==> src/rtl/fetch_buffer.sv <==
// Instruction-fetch buffer: issues in-order imem requests, queues returned words with their PCs for decode.
// Optional performance counters are built when FETCH_PERF_CNT_EN is defined.
module fetch_buffer #(
   parameter int unsigned DEPTH = 2,
   parameter int unsigned CNT_W = 2
) (
   input  logic        i_clk,
   input  logic        i_rst,
   input  logic [31:0] i_pc,
   output logic        o_pc_enable,
   input  logic        i_flush,
   output logic        o_imem_req,
   output logic [31:0] o_imem_addr,
   input  logic        i_imem_gnt,
   input  logic        i_imem_rvalid,
   input  logic [31:0] i_imem_rdata,
   output logic        o_id_valid,
   output logic [31:0] o_id_instr,
   output logic [31:0] o_id_pc,
   input  logic        i_id_ready
`ifdef FETCH_PERF_CNT_EN
   ,
   output logic [31:0] o_perf_stall_cnt,
   output logic [31:0] o_perf_flush_cnt
`endif
);

   localparam int unsigned AW = (DEPTH > 1) ? $clog2(DEPTH) : 1;
   localparam int unsigned OW = CNT_W + 1;

   typedef enum logic {S_FETCH = 1'b0, S_DRAIN = 1'b1} state_t;

   state_t           r_state;
   logic [CNT_W-1:0] r_count;
   logic [CNT_W-1:0] r_outstanding;
   logic [CNT_W-1:0] r_drop;
   logic [AW-1:0]    r_rd_ptr;
   logic [AW-1:0]    r_wr_ptr;
   logic [AW-1:0]    r_pq_rd;
   logic [AW-1:0]    r_pq_wr;
   logic [31:0]      r_fifo_instr [DEPTH];
   logic [31:0]      r_fifo_pc    [DEPTH];
   logic [31:0]      r_pq         [DEPTH];

   logic [OW-1:0]    w_occupancy;
   logic             w_issue;
   logic             w_accept;
   logic             w_valid;
   logic             w_push;
   logic             w_pop;
   logic [CNT_W-1:0] w_out_next;
   logic [CNT_W-1:0] w_drop_next;

   // Buffered entries plus in-flight requests bound the issue window.
   assign w_occupancy = OW'(r_count) + OW'(r_outstanding);
   assign w_issue     = (r_state == S_FETCH) && !i_flush && !i_rst && (w_occupancy < OW'(DEPTH));
   assign w_accept    = w_issue && i_imem_gnt;
   assign w_valid     = (r_count != '0) && !i_rst;
   assign w_push      = i_imem_rvalid && (r_drop == '0) && !i_flush;
   assign w_pop       = w_valid && i_id_ready && !i_flush;
   assign w_out_next  = r_outstanding + CNT_W'(w_accept) - CNT_W'(i_imem_rvalid);

   // On a redirect every request still in flight becomes stale.
   assign w_drop_next = i_flush ? w_out_next :
                        (i_imem_rvalid && (r_drop != '0)) ? (r_drop - CNT_W'(1)) : r_drop;

   assign o_imem_req  = w_issue;
   assign o_imem_addr = w_issue ? i_pc : 32'h0;
   assign o_pc_enable = !i_rst && (w_accept || i_flush);
   assign o_id_valid  = w_valid;
   assign o_id_instr  = w_valid ? r_fifo_instr[r_rd_ptr] : 32'h0;
   assign o_id_pc     = w_valid ? r_fifo_pc[r_rd_ptr] : 32'h0;

   always_ff @(posedge i_clk) begin
      if (i_rst) begin
         r_state       <= S_FETCH;
         r_count       <= '0;
         r_outstanding <= '0;
         r_drop        <= '0;
         r_rd_ptr      <= '0;
         r_wr_ptr      <= '0;
         r_pq_rd       <= '0;
         r_pq_wr       <= '0;
      end else begin
         r_outstanding <= w_out_next;
         r_drop        <= w_drop_next;
         if (w_accept) r_pq_wr <= r_pq_wr + AW'(1);
         if (i_imem_rvalid) r_pq_rd <= r_pq_rd + AW'(1);
         if (i_flush) begin
            r_count  <= '0;
            r_rd_ptr <= '0;
            r_wr_ptr <= '0;
            r_state  <= (w_drop_next != '0) ? S_DRAIN : S_FETCH;
         end else begin
            r_wr_ptr <= r_wr_ptr + AW'(w_push);
            r_rd_ptr <= r_rd_ptr + AW'(w_pop);
            r_count  <= r_count + CNT_W'(w_push) - CNT_W'(w_pop);
            if ((r_state == S_DRAIN) && (w_drop_next == '0)) r_state <= S_FETCH;
         end
      end
   end

   // Storage arrays carry no reset; occupancy counters qualify them.
   always_ff @(posedge i_clk) begin
      if (w_accept) r_pq[r_pq_wr] <= i_pc;
      if (w_push) begin
         r_fifo_instr[r_wr_ptr] <= i_imem_rdata;
         r_fifo_pc[r_wr_ptr]    <= r_pq[r_pq_rd];
      end
   end

`ifdef FETCH_PERF_CNT_EN
   always_ff @(posedge i_clk) begin
      if (i_rst) begin
         o_perf_stall_cnt <= '0;
         o_perf_flush_cnt <= '0;
      end else begin
         if (i_id_ready && !w_valid && (o_perf_stall_cnt != 32'hFFFF_FFFF))
            o_perf_stall_cnt <= o_perf_stall_cnt + 32'd1;
         if (i_flush && (o_perf_flush_cnt != 32'hFFFF_FFFF))
            o_perf_flush_cnt <= o_perf_flush_cnt + 32'd1;
      end
   end
`endif

   a_rvalid_needs_outstanding: assert property (
      @(posedge i_clk) disable iff (i_rst) i_imem_rvalid |-> (r_outstanding != '0));

endmodule

==> config.mk <==
export PLATFORM = sky130hd
export DESIGN_NAME = fetch_buffer
export DESIGN_NICKNAME = d
export VERILOG_FILES = /design/src/rtl/fetch_buffer.sv
export SDC_FILE = /design/constraint.sdc
export NUM_CORES = 1
export LEC_CHECK = 0
export ABC_CLOCK_PERIOD_IN_PS = 3250
export BUFFER_PORTS_ARGS = -buffer_cell sky130_fd_sc_hd__buf_2
export CAP_MARGIN = 15
export CORE_MARGIN = 10
export CORE_UTILIZATION = 30
export CTS_CLUSTER_DIAMETER = 150
export DETAILED_ROUTE_END_ITERATION = 8
export GPL_TIMING_DRIVEN = 0
export SYNTH_ARGS = -nofsm -noshare
export SYNTH_HDL_FRONTEND = slang
export SYNTH_SLANG_ARGS = --single-unit
==> constraint.sdc <==
create_clock -name i_clk -period 3.25 [get_ports i_clk]
set_input_delay 0.1625 -clock i_clk [delete_from_list [all_inputs] [get_ports i_clk]]
set_output_delay 0.1625 -clock i_clk [all_outputs]
set_load 0.05 [all_outputs]
==> flow_metrics.env <==
export IMPL_final_cell_mix="edfxtp_1 (192), buf_2 (183), nor2_1 (74), dlygate4sd3_1 (67), mux2i_1 (64)"
export IMPL_async_flop_share_pct=0
export IMPL_cts_setup_buffers=0
export IMPL_synth_top_area_share_pct=72.43
export IMPL_port_buffers=167
export IMPL_fin_hold_ws_ns=0.06919
export IMPL_cp_endpoint="r_state"
export IMPL_finalHoldViolations=0
export IMPL_period_share_pct=90.14
export IMPL_wl_per_cell_um=17.43
export IMPL_io_pins=169
export IMPL_grt_total_usage_pct=11.09
export IMPL_slew_violations=0
export IMPL_path_delay_family="adder cells"
export IMPL_fin_util_pct=41.54
export IMPL_final_cells=1092
export IMPL_end_kind="register"
export IMPL_tritoncts="built"
export IMPL_rr_endpoint="r_state"
export IMPL_clockBufferDepth=3
export IMPL_critPathBufInv=1
export IMPL_setup_violations=0
export IMPL_r2r_setup_slack_ns=0.32
export IMPL_initial_core_util_pct=30.55
export IMPL_grt_overflow_total=0
export IMPL_ant_nets=0
export IMPL_drcViolationCount=0
export IMPL_grt_pass1_vias=5278
export IMPL_numClockSinks=204
export IMPL_fin_ws_ns=0.3206
export IMPL_num_vias=4794
export IMPL_syn_inst=476
export IMPL_cts_buffers=24
export IMPL_grt_pass1_wl_mm=29.48
export IMPL_fmax_mhz=341.4
export IMPL_syn_nets=554
export IMPL_relSlewSlack_pct=43.33
export IMPL_synth_edf_count=192
export IMPL_tns_ns=0
export IMPL_post_place_ws_ns=0.2588
export IMPL_startpoint_type="register"
export IMPL_clock_latency_ns=0.51
export IMPL_netlist_area_um2=7960
export IMPL_reg2regPathDepth=11
export IMPL_synth_ff_type="edfxtp_1"
export IMPL_synth_avg_cell_area_um2=16.72
export IMPL_grt_antenna_before_repair=0
export IMPL_vias_per_cell=4.390
export IMPL_n_antenna_cell=0
export IMPL_cts_max_level=1
export IMPL_yosysTopAreaCell="edfxtp_1"
export IMPL_clock_skew_ns=0.007866
export IMPL_synth_area_leaders="edfxtp_1 (72%), mux2i_1 (8.0%), mux2_2 (4.4%), nor2_1 (3.5%), dfxtp_1 (3.0%)"
export IMPL_post_cts_resized=0
export IMPL_hold_class="input port to register"
export IMPL_synth_cell_types=30
export IMPL_power_density_nw_per_um2=592.9
export IMPL_clk_pin_slew_ns=0.06
export IMPL_fillCellCount=2392
export IMPL_crit_fanout=7
export IMPL_dp_hpwl_mm=12.96
export IMPL_synth_seq_area_share_pct=75.45
export IMPL_tightestPinTransition_ns=0.8500
export IMPL_cp_num_cells=11
export IMPL_drt_wl_total_mm=19.04
export IMPL_grt_max_degree=41
export IMPL_arrival_ns=3.33
export IMPL_die_area_um2=33450
export IMPL_critPathSlowestCell="fa_1"
export IMPL_dp_cells=981
export IMPL_path_class="register to register"
export IMPL_area_delta_synth_final_pct=36.00
export IMPL_die_w_um=182.9
export IMPL_yosys_warnings=0
export IMPL_outcome="finished clean"
export IMPL_max_stage_delay_ns=0.47
export IMPL_die_h_um=182.9
export IMPL_drtIter0Drc=198
export IMPL_critPathRequiredTime_ns=3.65
export IMPL_synth_seq_cells=204
export IMPL_cp_common_cell="ha_1"
export IMPL_drive_gt1_share_pct=34.87
export IMPL_first_pass_iters=7
export IMPL_rsz0062_at_grt="false"
export IMPL_layout_nets=817
export IMPL_cap_viol_max_count=0
export IMPL_root_buffer="clkbuf_16"
export IMPL_cp_startpoint="r_count[0]"
export IMPL_gp_congestion=0.7342
export IMPL_layout_commonest_cell="edfxtp_1"
export IMPL_power_leakage_uw=0.004189
export IMPL_ir_worst_vdd_v=0.0003752
export IMPL_coreArea_um2=26060
export IMPL_crit_chain="and2_1, fa_1, nor4_4, nand3_2, ha_1, inv_1, ha_1, xor2_1, xnor2_1, o22ai_1, o22a_1"
export IMPL_min_period_ns=2.929
export IMPL_row_count=59
export IMPL_r2r_start="r_count[0]"
==> layer usage <==
| layer | up-vias | GRT usage (%) | wire length, um |
|---|---|---|---|
| li1 | 2296 | - | - |
| met1 | 2321 | 13.16 | 8064 |
| met2 | 150 | 18.90 | 9167 |
| met3 | 27 | 3.563 | 1439 |
| met4 | 0 | 3.163 | 365 |
| met5 | - | 0 | 0 |
==> worst min-delay path, stage by stage <==
cell,delay [ns]
buf_2,0.09
o21ai_0,0.11
xor2_1,0.08
nor2_1,0.09
==> how the worst min path moves through the flow <==
stage / from / end / slack, ns / cells after the start
floorplan: i_imem_rdata[0] / r_fifo_instr[0][0] / 0.26 / 0
global placement: i_imem_rdata[21] / r_fifo_instr[1][21] / 0.35 / 1
detailed placement: i_imem_rdata[5] / r_fifo_instr[1][5] / 0.35 / 1
CTS: i_id_ready / r_rd_ptr / 0.04 / 4
global route: i_id_ready / r_rd_ptr / 0.09 / 4
finish: i_id_ready / r_rd_ptr / 0.07 / 4
==> sequential cells by signal, summed over array words and instances (netlist names), named ones only <==
signal / flops
r_count: 2
r_drop: 2
r_fifo_instr: 64
r_fifo_pc: 64
r_outstanding: 2
r_pq: 64
r_pq_rd: 1
r_pq_wr: 1
r_rd_ptr: 1
r_state: 1
r_wr_ptr: 1
==> through the flow <==
stage	area, um^2	total power, uW
final	10830	6418
after global placement	9215	3673
after floorplan	7960	3489
after global routing	10830	6691
after CTS	10830	6502
after detailed placement	9331	3700
==> layout make-up <==
cell class / instances / area, um^2 / share of cell area (%)
sequential: 204 / 6006 / 55.48
multi-input combinational: 236 / 1826 / 16.86
timing repair buffer: 237 / 1589 / 14.68
clock buffer: 32 / 691.9 / 6.392
tap: 335 / 419.2 / 3.872
clock inverter: 12 / 131.4 / 1.214
buffer: 26 / 125.1 / 1.156
inverter: 10 / 37.54 / 0.3467
==> cells by family after synthesis <==
kind of cell,count (synthesis),synth area share (%)
XOR/XNOR,8,0.8801
multiplexers,97,12.72
buffers and inverters,36,2.043
flip-flops,204,75.45
AND/OR/NAND/NOR,117,7.058
AO/OA/AOI/OAI,6,0.5030
adder cells (fa/ha/maj),8,1.352
==> repair_timing <==
action                                 4_1_cts  5_1_grt
endpoints found under the hold margin      135        0
setup endpoints to repair                    0        0
hold buffers                                67        0
==> synthesized netlist by cell type (2+ instances only) <==
cell type	n
buf_2	16
mux2_2	31
dfxtp_1	12
inv_1	10
nor2_1	75
clkbuf_1	6
and2_1	2
xnor2_1	4
mux2_1	2
xor2_1	4
ha_1	7
and3_1	33
mux2i_1	64
edfxtp_1	192
clkbuf_2	3
==> where the power goes <==
group	switching [uW]	internal (uW)	leakage [uW]	total, uW
combinational	419	250	0.00194	669
clock	996	1720	0.000402	2720
sequential	29.7	3000	0.00184	3030
total	1440	4970	0.00419	6420
No activity file was read; power rests on OpenSTA's default activity.
